$ cat src/rtl/rx_deser_pkg.sv
// Shared definitions for the rx_deser serial frame receiver: FSM encoding,
// default frame geometry and bit-counter width.
package rx_deser_pkg;

  localparam int DATA_BITS_DEF = 8;
  localparam int STOP_BITS_DEF = 2;
  // Start bit + data bits + stop bits for the default geometry.
  localparam int FRAME_LEN     = 1 + DATA_BITS_DEF + STOP_BITS_DEF;
  localparam int CNT_W         = 4;

  typedef enum logic [1:0] {
    ST_IDLE  = 2'd0,
    ST_DATA  = 2'd1,
    ST_STOP1 = 2'd2,
    ST_STOP2 = 2'd3
  } state_t;

endpackage

$ cat src/rtl/rx_deser_if.sv
// Receiver-side bundle: serial input, consumer handshake and status outputs.
interface rx_deser_if
  import rx_deser_pkg::*;
#(
  parameter int DATA_BITS = DATA_BITS_DEF
);

  logic                 rx_in;
  logic                 rd_ack;
  logic [DATA_BITS-1:0] data_out;
  logic                 data_valid;
  logic                 frame_err;
  logic                 overrun;
  logic [1:0]           state_out;

  // Line driver / consumer side.
  modport master (
    output rx_in, rd_ack,
    input  data_out, data_valid, frame_err, overrun, state_out
  );

  // Receiver side.
  modport slave (
    input  rx_in, rd_ack,
    output data_out, data_valid, frame_err, overrun, state_out
  );

endinterface

$ cat src/rtl/rx_deser_shreg.sv
// Serial-in/parallel-out shift register, LSB first: each enabled shift moves
// the word right and inserts the new bit at the MSB, so after WIDTH shifts the
// first bit received sits in bit 0.
module rx_shreg #(
  parameter int WIDTH = 8
) (
  input  logic             clk,
  input  logic             rst_n,
  input  logic             clr,
  input  logic             en,
  input  logic             din,
  output logic [WIDTH-1:0] q
);

  // Clear has priority over shifting.
  always_ff @(posedge clk or negedge rst_n) begin
    if (!rst_n) begin
      q <= '0;
    end else if (clr) begin
      q <= '0;
    end else if (en) begin
      q <= {din, q[WIDTH-1:1]};
    end
  end

endmodule

$ cat src/rtl/rx_deser.sv
// Serial frame deserializer: one bit per clock, start bit 1, LSB-first data,
// fixed-length stop bits. Delivers good bytes through a valid/ack holding
// register, flags bad stop bits and dropped frames.
module rx_deser
  import rx_deser_pkg::*;
#(
  parameter int DATA_BITS = DATA_BITS_DEF,
  parameter int STOP_BITS = STOP_BITS_DEF
) (
  input  logic         clk,
  input  logic         rst_n,
  rx_deser_if.slave    bus
);

  localparam logic [CNT_W-1:0] LAST_BIT = CNT_W'(DATA_BITS - 1);

  state_t               state_q, state_d;
  logic [CNT_W-1:0]     count_q;
  logic                 stop1_ok_q;
  logic [DATA_BITS-1:0] shreg_q;
  logic [DATA_BITS-1:0] data_q;
  logic                 valid_q;
  logic                 ferr_q;
  logic                 ovr_q;
  logic                 frame_done;
  logic                 stop_good;

  rx_shreg #(.WIDTH(DATA_BITS)) u_shreg (
    .clk   (clk),
    .rst_n (rst_n),
    .clr   (state_q == ST_IDLE),
    .en    (state_q == ST_DATA),
    .din   (bus.rx_in),
    .q     (shreg_q)
  );

  // State register.
  // NOTE: clocked state uses non-blocking assignments so every register
  // samples pre-edge values regardless of block ordering.
  always_ff @(posedge clk or negedge rst_n) begin
    if (!rst_n) state_q <= ST_IDLE;
    else        state_q <= state_d;
  end

  // Next-state logic and frame-completion decode.
  // NOTE: every output of this block gets a default first so no latch is
  // inferred on paths the case statement does not cover.
  always_comb begin
    state_d    = state_q;
    frame_done = 1'b0;
    stop_good  = bus.rx_in & ((STOP_BITS == 1) | stop1_ok_q);
    unique case (state_q)
      ST_IDLE:  if (bus.rx_in) state_d = ST_DATA;
      ST_DATA:  if (count_q == LAST_BIT) state_d = ST_STOP1;
      ST_STOP1: begin
        if (STOP_BITS > 1) begin
          state_d = ST_STOP2;
        end else begin
          state_d    = ST_IDLE;
          frame_done = 1'b1;
        end
      end
      ST_STOP2: begin
        state_d    = ST_IDLE;
        frame_done = 1'b1;
      end
      default:  state_d = ST_IDLE;
    endcase
  end

  // Data-bit counter and first stop-bit capture.
  always_ff @(posedge clk or negedge rst_n) begin
    if (!rst_n) begin
      count_q    <= '0;
      stop1_ok_q <= 1'b0;
    end else begin
      unique case (state_q)
        ST_IDLE:  count_q <= '0;
        ST_DATA:  count_q <= (count_q == LAST_BIT) ? '0 : count_q + 4'd1;
        ST_STOP1: stop1_ok_q <= bus.rx_in;
        default:  ;
      endcase
    end
  end

  // Holding register, valid/ack handshake, error pulse and sticky overrun.
  // A completing frame takes precedence over a plain acknowledge; an ack on
  // the completion edge of a good frame lets the new byte replace the old.
  always_ff @(posedge clk or negedge rst_n) begin
    if (!rst_n) begin
      data_q  <= '0;
      valid_q <= 1'b0;
      ferr_q  <= 1'b0;
      ovr_q   <= 1'b0;
    end else begin
      ferr_q <= 1'b0;
      if (frame_done) begin
        if (!stop_good) begin
          ferr_q <= 1'b1;
        end else if (!valid_q || bus.rd_ack) begin
          data_q  <= shreg_q;
          valid_q <= 1'b1;
        end else begin
          ovr_q <= 1'b1;
        end
      end else if (valid_q && bus.rd_ack) begin
        valid_q <= 1'b0;
        ovr_q   <= 1'b0;
      end
    end
  end

  assign bus.data_out   = data_q;
  assign bus.data_valid = valid_q;
  assign bus.frame_err  = ferr_q;
  assign bus.overrun    = ovr_q;
  assign bus.state_out  = state_q;

endmodule

$ cat src/flat_wrapper.sv
// flat-port wrapper written by rule: the top's interface ports become plain ports
module rx_deser_flat import rx_deser_pkg::*;
#(
  parameter int DATA_BITS = DATA_BITS_DEF,
  parameter int STOP_BITS = STOP_BITS_DEF
)
  (clk, rst_n, bus_rx_in, bus_rd_ack, bus_data_out, bus_data_valid, bus_frame_err, bus_overrun, bus_state_out);
  rx_deser_if #(.DATA_BITS(DATA_BITS)) bus_i ();
  input  logic clk;
  input  logic rst_n;
  input wire logic [$bits(bus_i.rx_in)-1:0] bus_rx_in;
  input wire logic [$bits(bus_i.rd_ack)-1:0] bus_rd_ack;
  output wire logic [$bits(bus_i.data_out)-1:0] bus_data_out;
  output wire logic [$bits(bus_i.data_valid)-1:0] bus_data_valid;
  output wire logic [$bits(bus_i.frame_err)-1:0] bus_frame_err;
  output wire logic [$bits(bus_i.overrun)-1:0] bus_overrun;
  output wire logic [$bits(bus_i.state_out)-1:0] bus_state_out;
  assign bus_i.rx_in = bus_rx_in;
  assign bus_i.rd_ack = bus_rd_ack;
  assign bus_data_out = bus_i.data_out;
  assign bus_data_valid = bus_i.data_valid;
  assign bus_frame_err = bus_i.frame_err;
  assign bus_overrun = bus_i.overrun;
  assign bus_state_out = bus_i.state_out;
  rx_deser #(.DATA_BITS(DATA_BITS), .STOP_BITS(STOP_BITS)) u_core (.clk(clk), .rst_n(rst_n), .bus(bus_i));
endmodule
$ cat config.mk
export PLATFORM = sky130hd
export DESIGN_NAME = rx_deser_flat
export DESIGN_NICKNAME = d
export VERILOG_FILES = /design/src/rtl/rx_deser_pkg.sv /design/src/rtl/rx_deser_if.sv /design/src/rtl/rx_deser_shreg.sv /design/src/rtl/rx_deser.sv /design/src/flat_wrapper.sv
export SDC_FILE = /design/constraint.sdc
export NUM_CORES = 1
export LEC_CHECK = 0
export BUFFER_PORTS_ARGS = -buffer_cell sky130_fd_sc_hd__buf_2
export CELL_PAD_IN_SITES_DETAIL_PLACEMENT = 0
export CELL_PAD_IN_SITES_GLOBAL_PLACEMENT = 1
export CORE_AREA = 2 2 52 54
export DETAILED_ROUTE_END_ITERATION = 6
export DIE_AREA = 0 0 54 56
export GPL_ROUTABILITY_DRIVEN = 1
export PLACE_DENSITY = 0.86
export SYNTH_ARGS = -nofsm -noshare
export SYNTH_HDL_FRONTEND = slang
export SYNTH_SLANG_ARGS = --single-unit
$ cat constraint.sdc
create_clock -name clk -period 3.2 [get_ports clk]
set_input_delay 0.48 -clock clk [delete_from_list [all_inputs] [get_ports clk]]
set_output_delay 0.48 -clock clk [all_outputs]
set_load 0.01 [all_outputs]
==> results.py <==
metrics = {
    "outcome": {
        "status": "finished, final reports clean",
    },
    "clocking": {
        "cts_tree": "yes",
        "path_clk_slew_ns": 0.13,
        "cts_resized": 0,
        "clk_path_buf_depth": 2,
        "clock-sinks": 26,
        "cts_buffers": 3,
        "cts_root_buf": "clkbuf_4",
        "postCtsSetupRepairBufs": 0,
        "insertion_delay_ns": 0.30,
        "hold_buffers": 0,
        "htree_levels": 1,
    },
    "drt": {
        "drtPass1Iterations": 3,
        "met2_wirelength_um": 746,
        "final_antenna_net_count": 0,
        "first_iter_violations": 3,
        "met1_length_um": 794,
        "wl_met3_um": 57,
        "routedWlPerCell_um": 11.87,
        "viasPerCell": 4.898,
        "wirelength_mm": 1.626,
        "post-route-drc-count": 0,
        "vias": 671,
        "maxUsedRoutingLayer": "met4",
    },
    "synthesis": {
        "synthCells": 89,
        "synth.distinct_cells": 20,
        "yosys_warnings": 0,
        "syn_avg_cell_area_um2": 12.64,
        "ys_seq_area_share_pct": 57.84,
        "synth.cell_area_um2": 1125,
        "syn_nets": 98,
        "ys_ff_latch": 26,
    },
    "power_and_ir_drop": {
        "power_frac_clock_pct": 14.9,
        "p_sw_w": 0.0003697,
        "sw_frac_of_total_pct": 35.08,
        "leakagePower_nw": 0.6569,
        "pwr-share-comb_pct": 37.9,
        "seq_power_share_pct": 47.2,
        "power_density_nw_per_um2": 829.8,
        "irDropWorstVdd_uv": 501.7,
        "p_int_w": 0.0006841,
    },
    "timing": {
        "grt_setup_unrepaired": "no",
        "tightest_slew_ns": 0.6105,
        "finalSetupTns_ns": 0,
        "hold_viol": 0,
        "hold_slack_ns": 0.1425,
        "layout_setup_ws_ns": 1.514,
        "report.final.slew_viol_count": 0,
        "min_period_ns": 1.686,
        "period_share_pct": 52.69,
        "setup_violations": 0,
        "fmax_ghz": 0.5930,
        "relSlewSlack_pct": 59.30,
        "fin_worst_skew_ns": 0.003494,
    },
    "die": {
        "rows": 18,
        "die-area_um2": 3024,
        "start_util_pct": 46.24,
        "die_x_um": 54,
        "die_height_um": 56,
        "io-pin-count": 17,
        "fp.coreArea_um2": 2432,
    },
    "grt": {
        "grt_antenna_before_repair": 0,
        "gr-total-overflow": 0,
        "grt_pass1_vias": 642,
        "grt_usage_pct": 13.01,
        "grt_pass1_wl_mm": 2.884,
        "grt_max_degree": 27,
    },
    "placed_design": {
        "io_buffer_count": 16,
        "dp_hpwl_mm": 1.196,
        "gp_congestion": 0.7334,
        "placedCellCount": 133,
        "pre_cts_slack_ns": 1.502,
    },
    "critical_path": {
        "crit_fanout": 14,
        "start_kind": "flip-flop",
        "required_ns": 3.41,
        "r2r_setup_slack_ns": 1.51,
        "critPathArrivalTime_ns": 1.89,
        "cp-end-kind": "flip-flop",
        "path_class": "reg -> reg",
    },
    "finish": {
        "area_growth_pct": 12.90,
        "fin_nets": 117,
        "regArea_um2": 650.6,
        "fin_util_pct": 52.21,
        "stdcell_count": 137,
        "multi_input_area_um2": 454.2,
        "final_cell_mix": "dfrtp_1 (26), buf_2 (16), nor2_1 (10), mux2_2 (10), mux2i_1 (8)",
        "drive_above_1_share_pct": 28.97,
        "num_antenna_cells": 0,
        "fillCellCount": 227,
        "final_common_cell": "dfrtp_1",
    },
    "flow_run": {
        "cap_violations": 0,
    },
    "min_path": {
        "hold_class": "in -> async",
    },
}
## power by group through the flow
stage                     sequential [W]  clock, W  combinational, W
after floorplan                 0.000519         0          0.000274
after global placement          0.000501         0          0.000396
after detailed placement        0.000509         0          0.000402
after CTS                       0.000499  0.000166          0.000407
after global routing            0.000514  0.000181          0.000449
final                           0.000497  0.000157          0.000400
## worst paths after layout
| kind | from | end | depth (start not counted) |
|---|---|---|---|
| worst min-delay path | rst_n | u_core.u_shreg.q[1]$_DFFE_PN0P_ | 1 |
| worst max register to register | u_core.bus.state_out[1]$_DFFE_PN0P_ | u_core.bus.state_out[1]$_DFFE_PN0P_ | 4 |
| min in group clk | bus_rd_ack | u_core.bus.overrun$_DFFE_PN0P_ | 3 |
| max in group asynchronous | rst_n | u_core.bus.data_out[6]$_DFFE_PN0P_ | 1 |
| worst max-delay path | u_core.bus.state_out[1]$_DFFE_PN0P_ | u_core.bus.state_out[1]$_DFFE_PN0P_ | 4 |
| worst min register to register | u_core.bus.data_out[5]$_DFFE_PN0P_ | u_core.bus.data_out[5]$_DFFE_PN0P_ | 1 |
## Yosys cell counts
master / count / area (um2)
nand3_1: 1 / 5.000
a22o_1: 2 / 17.52
o21ai_0: 4 / 20.02
mux2i_1: 8 / 80.08
nand2b_1: 2 / 12.51
nor2_1: 10 / 37.54
dfrtp_1: 26 / 650.6
ha_1: 5 / 62.56
nor2b_1: 1 / 6.260
o21bai_1: 1 / 7.510
nand4_4: 1 / 21.27
buf_2: 1 / 5.000
xor2_1: 2 / 17.52
inv_1: 3 / 11.26
nand2_1: 6 / 22.52
nand3b_1: 1 / 7.510
a21oi_1: 3 / 15.01
a2bb2oi_1: 1 / 8.760
clkbuf_1: 1 / 3.750
mux2_2: 10 / 112.6
## flip-flops by register name, summed over array words and instances (netlist names)
register and flops:
u_core.bus.state_out 2, u_core.bus.data_valid 1, u_core.u_shreg.q 8, u_core.bus.data_out 8, u_core.bus.overrun 1, u_core.bus.frame_err 1, u_core.count_q 4, u_core.stop1_ok_q 1
## kinds of logic after synthesis
family / Yosys count / share of synthesized area, %
flip-flops: 26 / 57.84
AND/OR/NAND/NOR: 22 / 10.01
multiplexers: 18 / 17.13
AO/OA/AOI/OAI: 11 / 6.118
buffers and inverters: 5 / 1.779
adder cells (fa/ha/maj): 5 / 5.562
XOR/XNOR: 2 / 1.558
## metal layers
layer	GRT usage (%)	up-vias
met2	18.82	11
met3	2.419	2
li1	-	340
met1	17.86	318
met5	0	-
met4	7.500	0
## critical path, stage by stage, from the launching register on
cell	delay, ns
dfrtp_1	0.45
inv_1	0.09
ha_1	0.55
a21oi_1	0.19
mux2_2	0.31
## layout make-up
class	instances	share of cell area [%]
clock buffers	4	2.857
flip-flops and latches	26	51.23
well taps	30	2.956
multi-input cells	58	35.76
repair buffers	16	6.305
inverters	3	0.8867
## per-stage QoR
step / power, W / instance area (um2)
floorplan: 0.0007930 / 1125
global placement: 0.0008967 / 1234
detailed placement: 0.0009111 / 1234
CTS: 0.001072 / 1270
global route: 0.001144 / 1270
finish: 0.001054 / 1270
Power figures use the tool's default switching activity.
